## src/rtl/mc_sequencer.sv

```systemverilog
// mc_sequencer: multi-cycle FETCH/DECODE/EXEC/MEM/WB sequencer.
// It holds PC, IR, the operand latches (A/B), the ALU output latch and the memory data register.
// The control unit, register file and ALU stay combinational outside this block.
//
// Ports
//   clock, reset                     system clock, synchronous active-high reset
//   imem_req/addr/rdata/ready        instruction fetch handshake (addr = pc)
//   inst, pc                         instruction register and current instruction address
//   cu_m2reg/wmem/wreg/pcsource      control-unit decode of inst
//   ext_imm, rf_qa, rf_qb            immediate and register file read data
//   alu_result                       ALU output, computed from op_a/op_b
//   op_a, op_b                       latched operands
//   dmem_req/we/addr/wdata/rdata/ready  data memory handshake
//   rf_we, wb_data                   register file write port
//   instret                          retired instruction counter
//   state                            FSM state (0 FETCH .. 4 WB)
//
// state  | meaning
// FETCH  | imem_req high, wait for imem_ready, load IR
// DECODE | latch register operands into A/B
// EXEC   | latch ALU result; memory ops go to MEM, others to WB
// MEM    | dmem_req high, wait for dmem_ready, latch load data
// WB     | register write, PC update, retire
module mc_sequencer #(
    parameter int              XLEN      = 32,
    parameter logic [XLEN-1:0] RESET_VEC = '0,
    parameter int              CNT_W     = 32
) (
    input  logic             clock,
    input  logic             reset,
    output logic             imem_req,
    output logic [XLEN-1:0]  imem_addr,
    input  logic [31:0]      imem_rdata,
    input  logic             imem_ready,
    output logic [31:0]      inst,
    output logic [XLEN-1:0]  pc,
    input  logic             cu_m2reg,
    input  logic             cu_wmem,
    input  logic             cu_wreg,
    input  logic [1:0]       cu_pcsource,
    input  logic [XLEN-1:0]  ext_imm,
    input  logic [XLEN-1:0]  rf_qa,
    input  logic [XLEN-1:0]  rf_qb,
    input  logic [XLEN-1:0]  alu_result,
    output logic [XLEN-1:0]  op_a,
    output logic [XLEN-1:0]  op_b,
    output logic             dmem_req,
    output logic             dmem_we,
    output logic [XLEN-1:0]  dmem_addr,
    output logic [XLEN-1:0]  dmem_wdata,
    input  logic [XLEN-1:0]  dmem_rdata,
    input  logic             dmem_ready,
    output logic             rf_we,
    output logic [XLEN-1:0]  wb_data,
    output logic [CNT_W-1:0] instret,
    output logic [2:0]       state
);

    typedef enum logic [2:0] {
        S_FETCH  = 3'd0,
        S_DECODE = 3'd1,
        S_EXEC   = 3'd2,
        S_MEM    = 3'd3,
        S_WB     = 3'd4
    } state_e;

    state_e           state_q, state_d;
    logic [XLEN-1:0]  pc_q, pc_d;
    logic [31:0]      inst_q, inst_d;
    logic [XLEN-1:0]  op_a_q, op_a_d;
    logic [XLEN-1:0]  op_b_q, op_b_d;
    logic [XLEN-1:0]  aluout_q, aluout_d;
    logic [XLEN-1:0]  mdr_q, mdr_d;
    logic [CNT_W-1:0] instret_q, instret_d;

    logic [XLEN-1:0]  pc4;
    logic [XLEN-1:0]  next_pc;

    // The top two immediate bits fall off the word-offset shift.
    logic unused_imm_bits;
    assign unused_imm_bits = ^ext_imm[XLEN-1:XLEN-2];

    always_comb begin
        pc4     = pc_q + XLEN'(4);
        next_pc = pc4;
        unique case (cu_pcsource)
            2'b00:   next_pc = pc4;
            2'b01:   next_pc = pc4 + {ext_imm[XLEN-3:0], 2'b00};
            2'b10:   next_pc = RESET_VEC;
            default: next_pc = {pc4[XLEN-1:28], inst_q[25:0], 2'b00};
        endcase
    end

    always_comb begin
        state_d   = state_q;
        pc_d      = pc_q;
        inst_d    = inst_q;
        op_a_d    = op_a_q;
        op_b_d    = op_b_q;
        aluout_d  = aluout_q;
        mdr_d     = mdr_q;
        instret_d = instret_q;
        unique case (state_q)
            S_FETCH: begin
                if (imem_ready) begin
                    inst_d  = imem_rdata;
                    state_d = S_DECODE;
                end
            end
            S_DECODE: begin
                op_a_d  = rf_qa;
                op_b_d  = rf_qb;
                state_d = S_EXEC;
            end
            S_EXEC: begin
                aluout_d = alu_result;
                state_d  = (cu_m2reg || cu_wmem) ? S_MEM : S_WB;
            end
            S_MEM: begin
                if (dmem_ready) begin
                    if (cu_m2reg) mdr_d = dmem_rdata;
                    state_d = S_WB;
                end
            end
            S_WB: begin
                pc_d      = next_pc;
                instret_d = instret_q + CNT_W'(1);
                state_d   = S_FETCH;
            end
            default: state_d = S_FETCH;
        endcase
    end

    always_ff @(posedge clock) begin
        if (reset) begin
            state_q   <= S_FETCH;
            pc_q      <= RESET_VEC;
            inst_q    <= '0;
            op_a_q    <= '0;
            op_b_q    <= '0;
            aluout_q  <= '0;
            mdr_q     <= '0;
            instret_q <= '0;
        end else begin
            state_q   <= state_d;
            pc_q      <= pc_d;
            inst_q    <= inst_d;
            op_a_q    <= op_a_d;
            op_b_q    <= op_b_d;
            aluout_q  <= aluout_d;
            mdr_q     <= mdr_d;
            instret_q <= instret_d;
        end
    end

    // Strobes decode straight from the state register; reset masks them so an
    // abandoned handshake or writeback never leaks out during the reset cycle.
    assign imem_req   = (state_q == S_FETCH) && !reset;
    assign dmem_req   = (state_q == S_MEM) && !reset;
    assign dmem_we    = (state_q == S_MEM) && cu_wmem && !reset;
    assign rf_we      = (state_q == S_WB) && cu_wreg && !reset;

    assign imem_addr  = pc_q;
    assign pc         = pc_q;
    assign inst       = inst_q;
    assign op_a       = op_a_q;
    assign op_b       = op_b_q;
    assign dmem_addr  = aluout_q;
    assign dmem_wdata = op_b_q;
    assign wb_data    = cu_m2reg ? mdr_q : aluout_q;
    assign instret    = instret_q;
    assign state      = state_q;

endmodule

```

## config.mk

```make
export PLATFORM = sky130hd
export DESIGN_NAME = mc_sequencer
export DESIGN_NICKNAME = d
export VERILOG_FILES = /design/src/rtl/mc_sequencer.sv
export SDC_FILE = /design/constraint.sdc
export NUM_CORES = 1
export LEC_CHECK = 0
export BUFFER_PORTS_ARGS = -buffer_cell sky130_fd_sc_hd__buf_2
export CAP_MARGIN = 40
export CORE_MARGIN = 10
export CORE_UTILIZATION = 40
export CTS_BUF_LIST = sky130_fd_sc_hd__clkbuf_2
export DETAILED_ROUTE_END_ITERATION = 16
export PLACE_DENSITY = 0.74
export SYNTH_ARGS = -nofsm -noshare
export SYNTH_HDL_FRONTEND = slang
export SYNTH_SLANG_ARGS = --single-unit
export TNS_END_PERCENT = 20
```

## constraint.sdc

```tcl
create_clock -name clock -period 3.52 [get_ports clock]
set_input_delay 0.176 -clock clock [delete_from_list [all_inputs] [get_ports clock]]
set_output_delay 0.176 -clock clock [all_outputs]
set_load 0.02 [all_outputs]
```

# [Word level (Yosys, flattened, before mapping)]
# Cells that the tools add are included.
[word_totals] out_inout_bits=295 regBits=227
[op_classes] n_addsub=3 n_mux=6 eq_ne=8 n_reduce_logical=13
[ops] op="one-hot mux 32 bit (3 select lines)" n=1
[ops] op="adder 32 x 1 -> 32 bit (second input constant)" n=1
[ops] op="adder 32 x 3 -> 32 bit (second input constant)" n=1
[ops] op="adder 32 bit" n=1
[ops] op="two-way mux 32 bit" n=1
[ops] op="one-hot mux 3 bit (4 select lines)" n=1
[ops] op="two-way mux 3 bit" n=3
[ops] op="== test 3 x 2 -> 1 bit (second input constant)" n=2
[ops] op="logical AND 1 bit" n=6
[ops] op="inequality test 2 bit (second input constant)" n=2
[ops] op="AND reduction 2 bit" n=2
[ops] op="== test 3 x 1 -> 1 bit (second input constant)" n=1
[ops] op="== test 3 bit (second input constant)" n=1
[ops] op="logical NOT 3 bit" n=1
[ops] op="AND reduction 3 bit" n=1
[ops] op="== test 2 x 1 -> 1 bit (second input constant)" n=1
[ops] op="== test 2 bit (second input constant)" n=1
[ops] op="logical NOT 2 bit" n=1
[ops] op="logical NOT 1 bit" n=1
[ops] op="logical OR 1 bit" n=1

# [Longest topological paths before layout]
# Gate-level depths: netlist of the first run.
[logic_depth] word_depth=3 depth_mapped=17 ltp_nobuf=16

# [Least setup slack after synthesis of the first run]
# No wires, ideal clock.
[synth_path] kind="register to register" start="register pc_q[8], in the netlist imem_addr[8]" end="register pc_q[31], in the netlist imem_addr[31]" stages_incl_launch_ff=17 setup_ps=88 t_required_ps=3432 t_arrival_ps=3351 setup_slack_ps=81 cell_sequence="dfxtp_1 buf_2 nand4_2 nor3_4 nand3_2 nor3_1 xnor2_1 ha_1 clkbuf_1 a21oi_1 o21ai_0 and3_1 a41oi_4 a21oi_4 nor4b_2 nor3b_2 a311oi_2"
[synth_between] elab_chain_cells=3
[synth_rtl] item="from (decl)" line="68" rtl="logic [XLEN-1:0] pc_q, pc_d;"
[synth_rtl] item="from (signal assigned)" line="146" rtl="pc_q <= pc_d;"
[synth_rtl] item="adder 32 x 3 -> 32 bit (*)" line="84" rtl="pc4 = pc_q + XLEN'(4);"
[synth_rtl] item="adder 32 bit" line="88" rtl="2'b01: next_pc = pc4 + {ext_imm[XLEN-3:0], 2'b00};"
[synth_rtl] item="one-hot mux 32 bit (3 select lines) (*)" line="86" rtl="unique case (cu_pcsource)"
# Mark *: on every way between the ends. The rest lies on a longest branch, timed or not.
# A chain may end at the register's enable or synchronous reset.

# [Final worst setup path of the first run]
[layout_path] start="register pc_q[16], in the netlist imem_addr[16]" end="register pc_q[30], in the netlist imem_addr[30]"
# The elaborated chain is that of the path after synthesis.

==> flow_summary.json, run 1 <==
{
  "synthToLayoutAreaGrowth_pct": 57.27,
  "path_cells": "nand3_2, nor3_4, buf_4, nand3_1, nor2_2, xor2_1, ha_1, a21o_1, a21o_1, a211oi_1, o21bai_1, a21oi_1, nor2b_1, a211oi_2, mux2i_1, o31a_1",
  "antenna_violating_nets_post_route": 0,
  "comb_power_share_pct": 23.5,
  "cts_tree": "done",
  "drc": 0,
  "route.vias.total": 15300,
  "slowest_stage_cell_cp": "dfxtp_1",
  "finalSetupViolations": 0,
  "layout_worst_path_cycle_share_pct": 97.95,
  "final_nets": 2558,
  "yosys_warnings": 0,
  "synth_largest_area_cell": "dfxtp_1",
  "number_of_core_rows": 62,
  "share_of_post_route_cells_with_drive_strength_above_1_pct": 32.16,
  "power.net_switching_w": 0.002143,
  "worst-endpoint-required_ns": 4.30,
  "worstMarginPinSlew_ns": 0.8108,
  "ys_top_cells_by_area": "dfxtp_1 38%, nand2_1 13%, a21oi_1 9.3%, buf_4 4.2%, ha_1 3.8%",
  "hold_path_class": "primary input to flop",
  "pwr-share-seq_pct": 45.2,
  "gp_congestion": 0.9582,
  "io-pin-count": 496,
  "grt_overflow_total": 0,
  "cp_slowest_stage_delay_ns": 0.40,
  "portBuffers": 489,
  "layout.cells.most_common_list": "488 x buf_2, 400 x nand2_1, 340 x dlygate4sd3_1",
  "outcome": "completed",
  "grt_util_overall_pct": 30.03,
  "dpl_cell_area_mm2": 0.01433,
  "dieArea_mm2": 0.03673,
  "rsz0062_at_grt": "yes",
  "static-leakage-power_nw": 8.711,
  "clock_sink_count": 225,
  "grt_pass1_wl_um": 87540,
  "synth_sequential_area_ratio_pct": 38.22,
  "critical_path.endpoint_type": "flop",
  "timing.final.max_slew_violations": 0,
  "initial_antenna_violation_count": 8,
  "place.detailed.hpwl_um": 35090,
  "number_of_global_route_vias_before_repair": 15500,
  "core_region_area_mm2": 0.02886,
  "path_buf_inv": 1,
  "vdd_ir_drop_max_mv": 0.2447,
  "final_area_mm2": 0.01853,
  "fillerInstances": 2188,
  "cts-htree-levels": 2,
  "clock_power_share_pct": 31.3,
  "maxCapViolCount": 0,
  "cpLargestDelayFamily": "compound AO/OA/AOI/OAI gates",
  "clkLatencyLatePin_ns": 0.94,
  "cts.clk_slew.worst_paths_ns": 0.13,
  "postLayoutCoreUtil_pct": 64.23,
  "synthFlopType": "dfxtp_1",
  "floorplan.initialDensity_pct": 40.84,
  "via_per_inst": 5.553,
  "post_synth_top_area_share_pct": 38.22,
  "maxSlewHeadroom_pct": 45.94,
  "path_common_cell": "a21o_1",
  "largest_net_degree_at_the_start_of_global_routing": 93,
  "count_of_flip_flops_with_a_built_in_enable_after_synthesis": 0,
  "synth.ff_latch_count": 225,
  "crit_path_start_kind": "flop",
  "routed_wirelength_um": 59800,
  "detail_route.iter0.violations": 1455,
  "power_density_mw_per_mm2": 328.6,
  "synthesis.area_mm2": 0.01179,
  "yosys.cell_types.count": 83,
  "cts_root_buf": "clkbuf_2",
  "ys_async_sr_fraction_pct": 0,
  "timing.setup.critical_path_class": "flop to flop",
  "power_report.internal_total_w": 0.003947,
  "floorplan.die.width_um": 191.6,
  "synth_cells": 1511,
  "highest_clock_frequency_the_design_can_meet_ghz": 0.2900,
  "routed_wire_length_per_instance_um": 21.71,
  "syn_area_per_cell_um2": 7.800,
  "layout.cells.most_common": "buf_2",
  "cts.path.max_buffers": 3,
  "tritoncts.num_buffers": 60,
  "path_max_fanout": 4,
  "area.sequential_mm2": 0.004511,
  "timing.clock.skew_ns": 0.1210,
  "finalCriticalPeriod_ns": 3.448,
  "timing.critical_path.arrival_ns": 4.23,
  "fin_total_pwr_w": 0.006090,
  "power.switching_fraction_pct": 35.19,
  "timing.final.hold_violations": 0,
  "die-height_um": 191.6,
  "first_pass_iters": 6,
  "multi_input_area_mm2": 0.006470
}
==> worst paths after layout <==
path | from | end | slack (ns) | cells past startpoint
setup / recovery | imem_addr[16] | imem_addr[30] | 0.07 | 16
hold reg to reg | inst[27] | inst[27] | 0.46 | 2
setup reg to reg | imem_addr[16] | imem_addr[30] | 0.07 | 16
hold / removal | alu_result[14] | dmem_addr[14] | 0.06 | 4
==> routing by layer <==
metal  routed length, µm  track usage (%)
met4                4469            19.83
met3                6609            9.594
met5                  13                0
met1               19930            31.48
met2               28780            50.99
==> registers in the layout (all words and copies together) (netlist names) <==
register,flops
dmem_wdata,32
state,3
op_a,32
imem_addr,30
inst,32
dmem_addr,32
instret,32
mdr_q,32
==> power by group through the flow <==
| stage | Combinational (W) | Sequential, W | Clock (W) |
|---|---|---|---|
| after global placement | 0.00102 | 0.00279 | 0 |
| final | 0.00143 | 0.00276 | 0.00191 |
| after detailed placement | 0.00104 | 0.00280 | 0 |
| after global routing | 0.00151 | 0.00276 | 0.00205 |
| after floorplan | 0.000523 | 0.00290 | 0 |
| after CTS | 0.00134 | 0.00274 | 0.00186 |
==> cells in the mapped netlist, types with 6 or more instances <==
cell      instances
nand2b_1          8
nor3_1           23
or3_1            12
buf_2             7
nand3_1          24
inv_1            21
o21ai_1          14
buf_4            66
and3_1           13
xor2_1           36
xnor2_1          35
a21oi_1         220
buf_6             7
a211oi_1          7
o21bai_1          6
nor2_1           76
mux2_2           32
clkbuf_1         70
a221oi_1         10
nand4_1          13
o21ai_0          33
a21o_1           12
nand2_1         400
ha_1             36
dfxtp_1         225
==> stage by stage <==
stage / TNS (ns) / hold slack (ns) / setup WS [ns] / std cells
CTS: 0 / 0.002728 / 0.03208 / 2731
global placement: 0 / 0.4151 / 0.1260 / 2288
floorplan: 0 / 0.3120 / 0.08091 / 1514
global route: -0.1702 / 0.007247 / -0.06031 / 2749
finish: 0 / 0.05769 / 0.07230 / 2755
detailed placement: 0 / 0.4220 / 0.05805 / 2290
==> layout make-up <==
type	instances	area share [%]
Multi-Input combinational cell	1108	34.91
Sequential cell	225	24.34
Inverter	24	0.5603
Antenna cell	11	0.1485
Tap cell	384	2.592
Clock inverter	13	0.3578
Timing Repair Buffer	901	34.69
Clock buffer	89	2.403
==> worst reg2reg max path, stage by stage (launching register included) <==
cell	delay (ns)
dfxtp_1	0.40
nand3_2	0.13
nor3_4	0.19
buf_4	0.16
nand3_1	0.10
nor2_2	0.14
xor2_1	0.26
ha_1	0.31
a21o_1	0.21
a21o_1	0.23
a211oi_1	0.30
o21bai_1	0.12
a21oi_1	0.15
nor2b_1	0.06
a211oi_2	0.20
mux2i_1	0.11
o31a_1	0.28
==> what timing repair did <==
item	in CTS	in global routing
hold buffers	339	1
resized for setup	0	38
hold endpoints to repair	199	1
setup endpoints to repair	0	12
buffers inserted	0	12
==> cells by family after synthesis <==
kind of cell / count (synthesis) / synth area share (%)
other cells: 1 / 0.03182
buf+inv: 181 / 8.557
xor+xnor: 72 / 5.415
fa+ha+maj: 37 / 3.992
compound gates: 346 / 17.42
simple gates: 616 / 23.22
flops: 225 / 38.22
mux: 33 / 3.143
Power figures use the tool's default switching activity.
==> inputs of run 2 (changes only) <==
Settings changed: RECOVER_POWER set to 50.
Clock period 3.52 ns to 3.4 ns, I/O delays scaled along.
==> run 2 against run 1 <==
Compared with the run above:
- the run now ends with max-capacitance violations, max-slew violations left
- final area shrank 3.6%
- clock power down 3%
- clock-buffer cell count fell by 6
- sequential power rose by 3%
- non-clock buffer count down 46
==> flow_summary.json, run 2 (same netlist as run 1, synthesis figures left out) <==
{
  "largest_net_degree_at_the_start_of_global_routing": 95,
  "path_cells": "nand4_4, nor3_4, buf_4, nand3_4, nor2_4, xor2_1, ha_1, and3_4, nand3_2, nor3_2, a41oi_4, a311oi_2, xor2_1, nand2_1, a311oi_2",
  "timing.clock.skew_ns": 0.06921,
  "initial_antenna_violation_count": 11,
  "dieArea_mm2": 0.03673,
  "outcome": "finished, violations left",
  "floorplan.die.width_um": 191.6,
  "cts-htree-levels": 2,
  "synthToLayoutAreaGrowth_pct": 51.66,
  "highest_clock_frequency_the_design_can_meet_ghz": 0.3005,
  "via_per_inst": 5.401,
  "cts_tree": "done",
  "clock_sink_count": 225,
  "drc": 0,
  "maxSlewHeadroom_pct": -13.29,
  "cts.path.max_buffers": 3,
  "core_region_area_mm2": 0.02886,
  "postLayoutCoreUtil_pct": 61.94,
  "layout_worst_path_cycle_share_pct": 97.88,
  "layout.cells.most_common": "nand2_1",
  "route.vias.total": 14640,
  "share_of_post_route_cells_with_drive_strength_above_1_pct": 24.22,
  "cts_root_buf": "clkbuf_2",
  "static-leakage-power_nw": 7.462,
  "floorplan.initialDensity_pct": 40.84,
  "critical_path.endpoint_type": "flop",
  "power_density_mw_per_mm2": 340.7,
  "place.detailed.hpwl_um": 35210,
  "rsz0062_at_grt": "yes",
  "number_of_core_rows": 62,
  "worstMarginPinSlew_ns": 1.699,
  "finalSetupViolations": 0,
  "first_pass_iters": 6,
  "fin_total_pwr_w": 0.006089,
  "hold_path_class": "primary input to flop",
  "register_to_register_setup_slack_ns": 0.07,
  "clkLatencyLatePin_ns": 0.90,
  "cp_slowest_stage_delay_ns": 0.37,
  "worst-endpoint-required_ns": 4.16,
  "slowest_stage_cell_cp": "dfxtp_2",
  "tritoncts.num_buffers": 61,
  "layout.cells.most_common_list": "398 x nand2_1, 286 x dlygate4sd3_1, 267 x buf_2",
  "grt_util_overall_pct": 28.27,
  "routed_wire_length_per_instance_um": 20.67,
  "timing.critical_path.arrival_ns": 4.08,
  "path_max_fanout": 5,
  "vdd_ir_drop_max_mv": 0.2555,
  "antenna_violating_nets_post_route": 0,
  "timing.final.hold_violations": 0,
  "die-height_um": 191.6,
  "timing.setup.critical_path_class": "flop to flop",
  "timing.final.max_slew_violations": 33,
  "maxCapViolCount": 1,
  "crit_path_start_kind": "flop",
  "portBuffers": 489,
  "grt_pass1_wl_um": 82870,
  "number_of_global_route_vias_before_repair": 14910,
  "io-pin-count": 496,
  "cts.clk_slew.worst_paths_ns": 0.11,
  "gp_congestion": 0.9468,
  "finalCriticalPeriod_ns": 3.328,
  "failed_checks": "max-capacitance violations, max-slew violations",
  "detail_route.iter0.violations": 1280,
  "grt_overflow_total": 0,
  "routed_wirelength_um": 56010,
  "final_nets": 2513
}
==> run 2: worst max-delay path, delay by kind of cell (launching register included) <==
family | cells | cell delay (ns)
xor+xnor | 2 | 0.41
compound gates | 3 | 0.73
buf+inv | 1 | 0.16
flops | 1 | 0.37
simple gates | 8 | 1.33
fa+ha+maj | 1 | 0.25
==> run 2: layer usage <==
layer | vias up | global-route usage (%) | part of all wire, % | wire (µm)
li1 | 6608 | - | - | -
met1 | 6774 | 30.82 | 35 | 19590
met2 | 980 | 47.51 | 48 | 26990
met3 | 275 | 8.524 | 11 | 5926
met4 | 0 | 17.40 | 6.3 | 3501
met5 | - | 0 | 0 | 0
==> run 2: per-stage QoR <==
stage | hold WS, ns | setup TNS [ns] | setup WS [ns] | instances | instance area [µm²]
floorplan | 0.3060 | 0 | 0.005598 | 1514 | 11800
global placement | 0.4102 | 0 | 0.04231 | 2292 | 14340
detailed placement | 0.4166 | -0.1177 | -0.05957 | 2293 | 14360
CTS | 0.001511 | -0.0008167 | -0.0008167 | 2683 | 17760
global route | 0.02105 | -0.1557 | -0.05291 | 2706 | 17860
finish | 0.07944 | 0 | 0.07221 | 2710 | 17870
==> run 2: repair_timing <==
| item | CTS | global route |
|---|---|---|
| setup endpoints to repair | 5 | 15 |
| endpoints found under the hold margin | 210 | 0 |
| hold buffers | 287 | 0 |
| pin swaps | 3 | 21 |
| setup buffers | 3 | 13 |
| resized for setup | 2 | 60 |
==> run 2: final timing paths <==
check                start            end  depth (start not counted)
min               rf_qb[4]  dmem_wdata[4]                          4
max          imem_addr[11]  imem_addr[29]                         15
min reg2reg       op_a[22]       op_a[22]                          2
max reg2reg  imem_addr[11]  imem_addr[29]                         15
==> run 2: cell type report <==
| class | instances | area (µm²) |
|---|---|---|
| Antenna cell | 14 | 35.03 |
| Clock buffer | 83 | 415.4 |
| Clock inverter | 17 | 71.32 |
| Fill cell | 2398 | 10980 |
| Inverter | 24 | 103.9 |
| Multi-Input combinational cell | 1108 | 6574 |
| Sequential cell | 225 | 4512 |
| Tap cell | 384 | 480.5 |
| Timing Repair Buffer | 855 | 5682 |
==> run 2: power by group <==
part	total, W	internal [W]	leakage, nW	switching, W
Combinational	0.00138	0.000568	5.26	0.000810
Sequential	0.00285	0.00274	1.83	0.000106
Clock	0.00186	0.000658	0.379	0.00120
Total	0.00609	0.00397	7.46	0.00212
==> inputs of run 3 (changes only) <==
Settings changed: CELL_PAD_IN_SITES_DETAIL_PLACEMENT set to 2, CELL_PAD_IN_SITES_GLOBAL_PLACEMENT set to 2, CORE_UTILIZATION 40 to 27, PLACE_DENSITY 0.74 to 0.82.
==> run 3 against run 2 <==
Compared with the run above:
- the run now fails in clock tree synthesis
- synthesized area unchanged
- synthesized cell count unchanged
==> flow_summary.json, run 3 <==
{
  "outcome": "stopped before the end",
  "outcome.stop_stage": "clock tree synthesis",
  "run.stop_error": "[ERROR RSZ-0060] Max buffer count reached.",
  "syn_area_per_cell_um2": 7.800,
  "clock_sink_count": 225,
  "io-pin-count": 496,
  "synthesis.area_mm2": 0.01179,
  "cts-htree-levels": 3,
  "post_cts_buffers": 4,
  "count_of_flip_flops_with_a_built_in_enable_after_synthesis": 0,
  "cts_hold_buf": 530,
  "portBuffers": 489,
  "floorplan.initialDensity_pct": 27.36,
  "cts.path.max_buffers": 3,
  "synth.top_cells.by_count": "400 x nand2_1, 225 x dfxtp_1, 220 x a21oi_1",
  "ys_async_sr_fraction_pct": 0,
  "synth_cells": 1511,
  "yosys.cell_types.count": 83,
  "synthFlopType": "dfxtp_1",
  "floorplan.die.width_um": 228.9,
  "number_of_core_rows": 76,
  "cts_root_buf": "clkbuf_2",
  "die-height_um": 228.9,
  "ys_top_cells_by_area": "dfxtp_1 38%, nand2_1 13%, a21oi_1 9.3%, buf_4 4.2%, ha_1 3.8%",
  "place.detailed.hpwl_um": 46070,
  "synth_largest_area_cell": "dfxtp_1",
  "post_cts_resized": 12,
  "post-synth-top-count-cell": "nand2_1",
  "tritoncts.num_buffers": 70,
  "post_synth_top_area_share_pct": 38.22,
  "synth_sequential_area_ratio_pct": 38.22,
  "yosys_warnings": 0,
  "gp_congestion": 0.8557,
  "synth.ff_latch_count": 225
}
-- run 3: cell counts after synthesis --
No cell type changed its count.
-- run 3: cells by family after synthesis --
logic type,count (synthesis),synth area share (%)
buf+inv,181,8.557
mux,33,3.143
compound gates,346,17.42
other cells,1,0.03182
simple gates,616,23.22
flops,225,38.22
xor+xnor,72,5.415
fa+ha+maj,37,3.992
-- run 3: through the flow --
stage          hold slack [ns]  instance area (µm²)  instances  setup slack (ns)  util, %
3_3_place_gp            0.4100                14820       2525           0.08266    34.40
3_5_place_dp            0.4181                14820       2525           -0.1351    34.40
2_1_floorplan           0.3060                11800       1514          0.005598        -
==> inputs of run 4 (changes only) <==
Settings changed: CELL_PAD_IN_SITES_DETAIL_PLACEMENT 2 to not set, CELL_PAD_IN_SITES_GLOBAL_PLACEMENT 2 to not set, CORE_UTILIZATION 27 to 25, CTS_BUF_LIST sky130_fd_sc_hd__clkbuf_2 to not set, PLACE_DENSITY 0.82 to not set, PLACE_DENSITY_LB_ADDON set to 0.15.
==> run 4 against run 3 <==
Compared with the run above:
- the flow now finishes without violations
==> flow_summary.json, run 4 (same netlist as run 1, synthesis figures left out) <==
{
  "timing.setup.critical_path_class": "flop to flop",
  "gp_congestion": 0.8435,
  "post-route-worst-setup-slack_ns": 0.1291,
  "dpl_cell_area_mm2": 0.01485,
  "timing.final.max_slew_violations": 0,
  "share_of_post_route_cells_with_drive_strength_above_1_pct": 24.19,
  "grt_overflow_total": 0,
  "floorplan.initialDensity_pct": 25.31,
  "gr-max-usage-layer": "met2",
  "highest_clock_frequency_the_design_can_meet_ghz": 0.3057,
  "crit_path_start_kind": "flop",
  "vdd_ir_drop_max_mv": 0.4319,
  "worstMarginPinSlew_ns": 0.7919,
  "initial_antenna_violation_count": 7,
  "portBuffers": 489,
  "outcome": "completed",
  "place.detailed.hpwl_um": 39570,
  "tritoncts.num_buffers": 29,
  "cts_root_buf": "clkbuf_16",
  "synthToLayoutAreaGrowth_pct": 49.45,
  "clock_sink_count": 225,
  "global_routing_usage_on_met2_pct": 30.61,
  "timing.critical_path.arrival_ns": 3.76,
  "cpLargestDelayFamily": "simple AND/OR/NAND/NOR gates",
  "hold_path_class": "primary input to flop",
  "largest_net_degree_at_the_start_of_global_routing": 88,
  "static-leakage-power_nw": 7.160,
  "drc": 0,
  "route.vias.total": 12740,
  "cts-htree-levels": 1,
  "slowest_stage_cell_cp": "dfxtp_2",
  "detail_route.iter0.violations": 597,
  "path_buf_inv": 1,
  "worst-endpoint-required_ns": 3.89,
  "rsz0062_at_grt": "yes",
  "number_of_global_route_vias_before_repair": 12910,
  "finalSetupViolations": 0,
  "area.sequential_mm2": 0.004512,
  "clkLatencyLatePin_ns": 0.58,
  "layout_worst_path_cycle_share_pct": 96.20,
  "final_nets": 2379,
  "core_region_area_mm2": 0.04656,
  "grt.met1_usage_pct": 20.63,
  "dieArea_mm2": 0.05622,
  "path_common_cell": "and3_4",
  "path_max_fanout": 3,
  "multi_input_area_mm2": 0.006631,
  "use_met3_pct": 4.701,
  "maxSlewHeadroom_pct": 47.21,
  "io-pin-count": 496,
  "antenna_violating_nets_post_route": 0,
  "power_density_mw_per_mm2": 417.1,
  "timing.final.hold_violations": 0,
  "timing.clock.skew_ns": 0.008914,
  "routed_wire_length_per_instance_um": 18.95,
  "critical_path.endpoint_type": "flop",
  "floorplan.die.width_um": 237.1,
  "routed_wirelength_um": 52580,
  "pre_cts_ws_ns": -0.08634,
  "finalCriticalPeriod_ns": 3.271,
  "grt_pass1_wl_um": 78300,
  "first_pass_iters": 6,
  "number_of_core_rows": 79,
  "postLayoutCoreUtil_pct": 37.83,
  "cts.path.max_buffers": 3,
  "path_cells": "nand4_4, nor3_4, nand3_1, buf_4, nor2_2, xor2_1, ha_1, and3_4, and3_4, and3_4, a41oi_4, a21oi_4, nor4b_2, nor3b_2, a311oi_2",
  "layout.cells.most_common": "nand2_1",
  "grt_util_overall_pct": 17.45,
  "layout.cells.most_common_list": "398 x nand2_1, 254 x clkbuf_1, 243 x buf_2",
  "cts_tree": "done",
  "via_per_inst": 4.590,
  "cts.clk_slew.worst_paths_ns": 0.06,
  "final_area_mm2": 0.01761,
  "maxCapViolCount": 0,
  "die-height_um": 237.1,
  "cp_slowest_stage_delay_ns": 0.35,
  "fillerInstances": 5022
}
## run 4: path summary, 6_finish.rpt
check / cells past startpoint / end / startpoint / slack [ns]
worst max-delay path: 15 / imem_addr[31] / imem_addr[11] / 0.13
worst min register to register: 2 / inst[29] / inst[29] / 0.45
worst max register to register: 15 / imem_addr[31] / imem_addr[11] / 0.13
worst min-delay path: 4 / imem_addr[31] / ext_imm[29] / 0.12
## run 4: per-stage QoR
stage | std cells | hold slack, ns | total power [W] | TNS (ns)
after global placement | 2542 | 0.4096 | 0.004020 | -0.1573
after floorplan | 1514 | 0.3060 | 0.003544 | 0
final | 2775 | 0.1206 | 0.007347 | 0
after global routing | 2772 | 0.1237 | 0.007644 | -0.06086
after detailed placement | 2543 | 0.4167 | 0.004035 | -0.2201
after CTS | 2758 | 0.09057 | 0.007492 | -0.09878
## run 4: repair_timing
action,CTS,global route
endpoints found under the hold margin,163,0
hold buffers,163,0
setup endpoints to repair,5,13
buffers inserted,0,12
pin swaps,2,48
gates resized for setup,2,71
gates cloned,0,0
## run 4: worst reg2reg max path, stage by stage (launching register included)
cell and delay (ns):
dfxtp_2 0.35, nand4_4 0.12, nor3_4 0.30, nand3_1 0.13, buf_4 0.19, nor2_2 0.11, xor2_1 0.20, ha_1 0.28
and3_4 0.20, and3_4 0.18, and3_4 0.17, a41oi_4 0.25, a21oi_4 0.10, nor4b_2 0.31, nor3b_2 0.08, a311oi_2 0.25
## run 4: layout make-up
class | instances | share of cell area [%]
clock inverter | 6 | 0.6962
inverter | 24 | 0.5896
antenna | 6 | 0.08525
timing repair buffer | 753 | 26.06
tap | 607 | 4.312
sequential | 225 | 25.62
clock buffer | 46 | 4.994
multi-input combinational | 1108 | 37.65
## run 4: routing by layer
layer  vias up  part of all wire (%)
met2       330                    50
met4         2                   2.1
met1      6024                    42
met5         -                 0.017
met3        64                   6.4
li1       6318                     -
## run 4: power breakdown
part           leakage [nW]  switching (W)  internal (W)  total, W
Combinational          4.84       0.000773      0.000493   0.00127
Clock                 0.488        0.00125       0.00199   0.00324
Sequential             1.83      0.0000955       0.00275   0.00284
Total                  7.16        0.00212       0.00523   0.00735
